## config.mk

```make
export PLATFORM = sky130hd
export DESIGN_NAME = prince_sr_rc_stage
export DESIGN_NICKNAME = d
export VERILOG_FILES = /design/src/rtl/prince_sr_rc_stage.sv
export SDC_FILE = /design/constraint.sdc
export NUM_CORES = 1
export LEC_CHECK = 0
export CORE_ASPECT_RATIO = 0.8
export CORE_MARGIN = 2
export CORE_UTILIZATION = 56
export CTS_CLUSTER_SIZE = 28
export DETAILED_ROUTE_END_ITERATION = 10
export PLACE_DENSITY_LB_ADDON = 0.1
export SYNTH_ARGS = -nofsm -noshare
export SYNTH_HDL_FRONTEND = slang
export SYNTH_SLANG_ARGS = --single-unit
```

## constraint.sdc

```tcl
create_clock -name clk -period 16.3 [get_ports clk]
set_clock_uncertainty 0.15 [all_clocks]
set_input_delay 4.89 -clock clk [delete_from_list [all_inputs] [get_ports clk]]
set_output_delay 4.89 -clock clk [all_outputs]
set_load 0.02 [all_outputs]
```

## src/rtl/prince_sr_rc_stage.sv

```systemverilog
// rtl/prince_sr_rc_stage.sv - PRINCE SR/RC/k1 round stage with internal round tracking and skid buffer
// Forward rounds 1-5 apply SR then RC^k1; inverse rounds 6-10 apply RC^k1 then SR^-1.
module prince_sr_rc_stage #(
  parameter int USE_SKID = 1
) (
  input  logic        clk,
  input  logic        rst,
  input  logic [63:0] a,
  input  logic [63:0] k1,
  input  logic        in_first,
  input  logic        in_valid,
  output logic        in_ready,
  output logic [63:0] y,
  output logic [3:0]  out_round,
  output logic        out_last,
  output logic        out_valid,
  input  logic        out_ready,
  output logic        round_err
);
  localparam logic [3:0] RCNT_IDLE = 4'd0;
  // Nibble i of each table names the source nibble for output nibble i.
  localparam logic [63:0] SR_FWD = 64'h05af49e38d27c16b;
  localparam logic [63:0] SR_INV = 64'h0da741eb852fc963;

  function automatic logic [63:0] shift_rows(input logic [63:0] s, input logic inv);
    logic [63:0] r;
    logic [3:0]  src;
    r = '0;
    for (int i = 0; i < 16; i++) begin
      src = inv ? SR_INV[63 - 4*i -: 4] : SR_FWD[63 - 4*i -: 4];
      r[63 - 4*i -: 4] = s[63 - 4*int'(src) -: 4];
    end
    return r;
  endfunction

  function automatic logic [63:0] round_const(input logic [3:0] r);
    case (r)
      4'd1:    round_const = 64'h13198a2e03707344;
      4'd2:    round_const = 64'ha4093822299f31d0;
      4'd3:    round_const = 64'h082efa98ec4e6c89;
      4'd4:    round_const = 64'h452821e638d01377;
      4'd5:    round_const = 64'hbe5466cf34e90c6c;
      4'd6:    round_const = 64'h7ef84f78fd955cb1;
      4'd7:    round_const = 64'h85840851f1ac43aa;
      4'd8:    round_const = 64'hc882d32f25323c54;
      4'd9:    round_const = 64'h64a51195e0e3610d;
      4'd10:   round_const = 64'hd3b5a399ca0c2399;
      default: round_const = 64'h0;
    endcase
  endfunction

  logic        out_valid_q, out_valid_d;
  logic [63:0] out_y_q, out_y_d;
  logic [3:0]  out_round_q, out_round_d;
  logic        skid_valid_q, skid_valid_d;
  logic [63:0] skid_y_q, skid_y_d;
  logic [3:0]  skid_round_q, skid_round_d;
  logic [3:0]  rcnt_q, rcnt_d;
  logic        err_q, err_d;

  logic        accept;
  logic        drain;
  logic [3:0]  beat_round;
  logic [3:0]  beat_rcnt_next;
  logic        beat_err;
  logic [63:0] rc_k;
  logic [63:0] beat_y;

  assign in_ready  = (USE_SKID != 0) ? !skid_valid_q : (!out_valid_q || out_ready);
  assign accept    = in_valid && in_ready;
  assign drain     = out_valid_q && out_ready;
  assign y         = out_y_q;
  assign out_round = out_round_q;
  assign out_last  = (out_round_q == 4'd10);
  assign out_valid = out_valid_q;
  assign round_err = err_q;

  // A stray in_first or a missing in_first both resynchronise to round 1.
  always_comb begin
    beat_round     = rcnt_q;
    beat_rcnt_next = rcnt_q;
    beat_err       = 1'b0;
    if (in_first || rcnt_q == RCNT_IDLE) begin
      beat_round     = 4'd1;
      beat_rcnt_next = 4'd2;
      beat_err       = (in_first && rcnt_q != RCNT_IDLE) || (!in_first && rcnt_q == RCNT_IDLE);
    end else begin
      beat_rcnt_next = (rcnt_q == 4'd10) ? RCNT_IDLE : rcnt_q + 4'd1;
    end
  end

  always_comb begin
    rc_k   = round_const(beat_round) ^ k1;
    beat_y = (beat_round <= 4'd5) ? (shift_rows(a, 1'b0) ^ rc_k)
                                  : shift_rows(a ^ rc_k, 1'b1);
  end

  always_comb begin
    rcnt_d       = rcnt_q;
    err_d        = err_q;
    out_valid_d  = out_valid_q;
    out_y_d      = out_y_q;
    out_round_d  = out_round_q;
    skid_valid_d = skid_valid_q;
    skid_y_d     = skid_y_q;
    skid_round_d = skid_round_q;
    if (accept) begin
      rcnt_d = beat_rcnt_next;
      err_d  = err_q || beat_err;
    end
    // The skid entry is always older than the incoming beat, so it drains first.
    if (!out_valid_q || drain) begin
      if (skid_valid_q) begin
        out_valid_d  = 1'b1;
        out_y_d      = skid_y_q;
        out_round_d  = skid_round_q;
        skid_valid_d = accept;
        if (accept) begin
          skid_y_d     = beat_y;
          skid_round_d = beat_round;
        end
      end else begin
        out_valid_d = accept;
        if (accept) begin
          out_y_d     = beat_y;
          out_round_d = beat_round;
        end
      end
    end else if (accept) begin
      skid_valid_d = 1'b1;
      skid_y_d     = beat_y;
      skid_round_d = beat_round;
    end
  end

  always_ff @(posedge clk or posedge rst) begin
    if (rst) begin
      out_valid_q  <= 1'b0;
      out_y_q      <= '0;
      out_round_q  <= '0;
      skid_valid_q <= 1'b0;
      skid_y_q     <= '0;
      skid_round_q <= '0;
      rcnt_q       <= RCNT_IDLE;
      err_q        <= 1'b0;
    end else begin
      out_valid_q  <= out_valid_d;
      out_y_q      <= out_y_d;
      out_round_q  <= out_round_d;
      skid_valid_q <= skid_valid_d;
      skid_y_q     <= skid_y_d;
      skid_round_q <= skid_round_d;
      rcnt_q       <= rcnt_d;
      err_q        <= err_d;
    end
  end

endmodule

```

After elaboration in Yosys (flattened, before gate mapping)
Memory sizes are Yosys's and may differ from the RTL's.
Index checks and enable logic that the tools add are counted.
{"block": "word_totals", "reg_bits": 143, "memories": 1, "word_cells": 52, "mem_bits_ro": 1008}
{"block": "op_classes", "n_bitwise": 3, "mux": 19, "order_cmp": 1, "n_eq_ne": 3, "add_sub_neg": 1, "n_reduce_logical": 16}
{"name": "(name not given)", "words": 16, "word_bits": 63, "read_ports": 1, "rd_clocked_by_memory_dff": 0, "write_ports": 0, "line_no": "37", "source": "case (r)"}
{"op": "$mux 64", "count": 6}
{"op": "$xor 64x64->64", "count": 3}
{"op": "$mux 4", "count": 8}
{"op": "$eq 4x4->1 const B", "count": 2}
{"op": "$mux 1", "count": 5}
{"op": "$add 4x1->4 const B", "count": 1}
{"op": "$le 4x3->1 const B", "count": 1}
{"op": "$logic_and 1x1->1", "count": 4}
{"op": "$logic_not 4->1", "count": 1}
{"op": "$logic_or 1x1->1", "count": 4}
{"op": "$reduce_bool 2->1", "count": 2}
{"op": "$reduce_bool 4->1", "count": 1}
{"op": "$logic_not 1->1", "count": 3}
{"op": "$ne 2x2->1 const B", "count": 1}
{"op": "$reduce_and 2->1", "count": 1}

Logic depth before layout (Yosys ltp)
An unclocked memory read counts as a cell.
{"block": "depth", "ltp_word": 10, "mapped_depth": 20}

Worst setup path after synthesis
No wires, ideal clock.
{"block": "synth_timing", "kind": "in2reg", "from": "input in_first", "to": "register out_y_q[5] (netlist: y[5])", "n_path_buf": 3, "required_ns": 16.073, "path_stages": 13, "arrival_time_ns": 7.627, "path_slack_ns": 8.446, "path_cell_list": "inv_1 > ha_1 > buf_4 > buf_6 > buf_2 > nand2_1 > ha_1 > nor3_1 > or3_4 > o211a_1 > o31ai_2 > or3b_1 > a21oi_1"}
{"block": "synth_via", "elab_chain_len": 8, "word_cells_on_any_way": 10, "classes_between": "order compare (1); mux (4); bitwise (3); reduce/logical (1); memory (1)"}
{"element": "start: declaration", "line_no": "10", "source": "input logic in_first,"}
{"element": "$logic_or 1x1->1 (*)", "line_no": "83", "source": "if (in_first || rcnt_q == RCNT_IDLE) begin"}
{"element": "$mux 4 (*)", "line_no": "83"}
{"element": "$mem_v2 16x63"}
{"element": "$xor 64x64->64", "line_no": "93", "source": "rc_k = round_const(beat_round) ^ k1;"}
{"element": "$xor 64x64->64, on equally long branches", "line_no": "95, 94"}
{"element": "$mux 64 (*)", "line_no": "94", "source": "beat_y = (beat_round <= 4'd5) ? (shift_rows(a, 1'b0) ^ rc_k)"}
{"element": "$mux 64 (*)", "line_no": "124", "source": "if (accept) begin"}
{"element": "$mux 64 (*)", "line_no": "113", "source": "if (skid_valid_q) begin"}
{"element": "end signal: assignment", "line_no": "148", "source": "out_y_q <= out_y_d;"}
{"element": "end: declaration", "line_no": "53", "source": "logic [63:0] out_y_q, out_y_d;"}
Mark *: on every way between the ends. The rest lies on a longest branch, timed or not. The select of a mux whose other input is x is not followed.
A chain may end at the register's enable or synchronous reset.

Worst setup path after layout
{"block": "layout_timing", "from": "input in_first", "to": "register out_y_q[20] (netlist: y[20])"}
Same word-level chain as after synthesis.

==> run_results.csv <==
group,metric,value,unit
cells_and_area,nFillCells,1174,
route,wl_per_cell,19.7,um
power_and_ir_drop,seqPwrFrac,29.7,%
power_and_ir_drop,ir_worst_vdd,108,uV
clocking,cts_buffers,17,
cells_and_area,n_antenna_cell,0,
critical_path,startpoint_type,"input port",
place,finalWeightedCongestion,0.897,
timing,slew_headroom,18.7,%
floorplan,dieArea,0.0174,sq mm
power_and_ir_drop,comb_power_share,52.1,%
run_status,outcome,"completed",
yosys,synthCells,1015,
critical_path,ff2ff_setup_slack,11.21,ns
yosys,synth_area_leader_cell,"dfrtp_1",
yosys,yosysTopAreaCellShare,39.1,%
place,portBuffers,204,
yosys,yosysWarnings,0,
route,final_antenna_net_count,0,
critical_path,reg2reg_from,"rcnt_q[3]",
critical_path,crit_arrival,8.83,ns
clocking,cts_root_buffer,"clkbuf_16",
critical_path,cp-end-kind,"flip-flop",
timing,rsz0062_at_grt,"no",
yosys,synth.area.top_cells,"dfrtp_1, xnor2_1, xor2_1",
floorplan,die_w,147,um
critical_path,path_max_fanout,36,
critical_path,r2r-end,"y[20]",
grt,overflow,0,
route,drt_iter0_drc,851,
grt,grt_first_pass_wirelength,42800,um
floorplan,pin_count,205,
cells_and_area,area_growth,28.7,%
floorplan,rows,41,
grt,grt_max_degree,109,
worst_hold_path,min_path_type,"flip-flop to flip-flop",
power_and_ir_drop,p_sw_share,43.1,%
clocking,cts_resized,0,
cells_and_area,multiInputGateArea,0.00518,sq mm
yosys,synth_fp_nets,1159,
floorplan,chipHeight,118,um
power_and_ir_drop,p_clk_share,18.2,%
power_and_ir_drop,cellPowerDensity,175,mW/mm^2
clocking,clock_sinks,143,
critical_path,cp-endpoint,"y[20]",
critical_path,crit_type,"input port to flip-flop",
timing,tns,0,ns
clocking,cts_hold_repair.buffers,0,
yosys,ys_types,70,
timing,layout_min_cycle_time,8.61,ns
yosys,yosysSeqAreaShare,39.1,%
power_and_ir_drop,p_switching,889,uW
timing,tightest_slew,1.22,ns
timing,slew_violations,0,
route,dr.pass1.iters,7,
clocking,insertion_delay,0.43,ns
place,dp_hpwl,19500,um
run,maxCapViolCount,0,
timing,hold_viol,0,
cells_and_area,drive_above_1_share,6.24,%
power_and_ir_drop,p_int,1.18,mW
floorplan,core,0.0159,sq mm
route,vias,8274,
timing,max_freq,116,MHz
yosys,synth_edf_count,0,
yosys,postSynthAreaPerCell,9.02,sq um
clocking,clockBufferDepth,2,
timing,hold_ws,0.318,ns
grt,antenna_found_initial,1,
floorplan,initial_core_util,57.5,%
timing,finalSetupViolations,0,
cells_and_area,nets,1317,
route,drc,0,
power_and_ir_drop,p_leak,5.11,nW
grt,grtUsageTotal,31.7,%
route,via_per_inst,5.91,
grt,first_global_vias,7754,
timing,timing.final.crit_share,52.8,%
yosys,ys_ff_latch,143,
clocking,clk_transition_reported_paths,0.07,ns
critical_path,r2r_cells,13,
yosys,synth-async-reset-ratio,100,%
yosys,synth_area,0.00915,sq mm
clocking,ctsHtreeMaxLevel,4,
clocking,cts_setup_buffers,0,
critical_path,required,16.52,ns
clocking,cts_tree,"done",
critical_path,startpoint,"in_first",
yosys,synthFlopType,"dfrtp_1",
cells_and_area,regArea,0.00358,sq mm
route,routed_wl,27600,um
cells_and_area,utilization,74.1,%
-- area by class of cell --
type	count	area share, %
Timing Repair Buffer	216	18.1
Clock buffer	18	3.73
Tap cell	215	2.28
Multi-Input combinational cell	781	44.0
Clock inverter	14	1.03
Inverter	14	0.489
Sequential cell	143	30.4
-- power by group through the flow --
stage | Sequential, mW | Combinational [mW] | Clock [mW]
finish | 0.612 | 1.08 | 0.376
global route | 0.628 | 1.16 | 0.395
CTS | 0.609 | 1.07 | 0.378
detailed placement | 0.614 | 1.06 | 0
global placement | 0.609 | 1.04 | 0
floorplan | 0.670 | 0.613 | 0
-- state kept, by name, summed over array words and instances (netlist names) --
name	cells
skid_y_q	64
y	64
out_round	4
rcnt_q	4
skid_round_q	4
out_valid	1
round_err	1
skid_valid_q	1
-- cells in the final DEF, fill, tap and decap left out, drive strengths merged, types with 5 or more instances in the layout --
master | Yosys | routed
inv | 13 | 20
nor2b | 6 | 6
nand2 | 106 | 106
nor4 | 11 | 11
xnor2 | 95 | 95
o22ai | 5 | 5
ha | 11 | 11
xnor3 | 5 | 5
a211oi | 7 | 7
o211a | 5 | 5
o21ai | 136 | 136
nand3 | 25 | 25
a21oi | 71 | 71
dfrtp | 143 | 143
buf | 30 | 12
nor3 | 21 | 21
nand4 | 6 | 6
a221oi | 5 | 5
and3 | 37 | 37
clkdlybuf4s50 | 0 | 204
a21o | 7 | 7
and4b | 5 | 5
nand2b | 6 | 6
nor2 | 57 | 57
xor2 | 54 | 54
mux2i | 37 | 37
or3 | 5 | 5
clkbuf | 47 | 18
-- through the flow --
stage               setup WS, ns  cell area (sq um)  cells  power [mW]
floorplan                   7.42               9150   1015        1.28
global placement            7.43              11200   1369        1.65
detailed placement          7.31              11200   1369        1.67
CTS                         7.74              11800   1401        2.06
global route                7.30              11800   1401        2.19
finish                      7.69              11800   1401        2.06
-- cells in the mapped netlist, types with 6 or more instances --
| cell type | n |
|---|---|
| mux2i_1 | 37 |
| nand3_1 | 25 |
| a21o_1 | 7 |
| nand2_1 | 106 |
| inv_1 | 13 |
| buf_6 | 7 |
| buf_2 | 15 |
| nor2_1 | 56 |
| nand4_1 | 6 |
| a21oi_1 | 71 |
| o21ai_1 | 59 |
| xnor2_1 | 95 |
| xor2_1 | 54 |
| clkbuf_1 | 47 |
| ha_1 | 11 |
| nor2b_1 | 6 |
| o21ai_0 | 76 |
| nor3_1 | 20 |
| dfrtp_1 | 143 |
| and3_1 | 37 |
| nor4_1 | 9 |
-- worst min-delay path by stage --
stage,cells past startpoint,slack [ns],endpoint,start
floorplan,2,0.29,skid_y_q[17],skid_y_q[17]
CTS,2,0.32,skid_y_q[17],skid_y_q[17]
finish,1,0.32,round_err,round_err
global placement,1,0.29,round_err,round_err
detailed placement,1,0.30,round_err,round_err
global route,2,0.33,skid_y_q[40],skid_y_q[40]
-- per-layer routing --
metal	track usage, %	vias up	share of wire, %
met5	0	-	0
met2	48.2	412	45
met4	7.03	0	1.6
met1	45.5	3956	44
met3	8.57	33	9.8
li1	-	3873	-
-- critical path, stage by stage --
cell             delay [ns]
clkdlybuf4s50_1        0.39
inv_1                  0.06
ha_1                   0.13
buf_4                  0.33
nor2b_1                0.44
inv_1                  0.13
ha_1                   0.32
and4bb_1               0.50
or2_1                  0.44
buf_4                  0.46
nand3_1                0.25
a2111o_1               0.42
nand3_1                0.07
-- cells by family (layout without fill, tap and decap cells) --
| logic type | count (synthesis) | after routing | synth area share [%] |
|---|---|---|---|
| flops | 143 | 143 | 39.1 |
| buf+inv | 91 | 262 | 4.68 |
| mux | 41 | 41 | 4.54 |
| xor+xnor | 154 | 154 | 15.5 |
| fa+ha+maj | 11 | 11 | 1.50 |
| compound gates | 266 | 266 | 17.2 |
| simple gates | 309 | 309 | 17.5 |
Note: power is estimated with default switching activity, not from simulation.
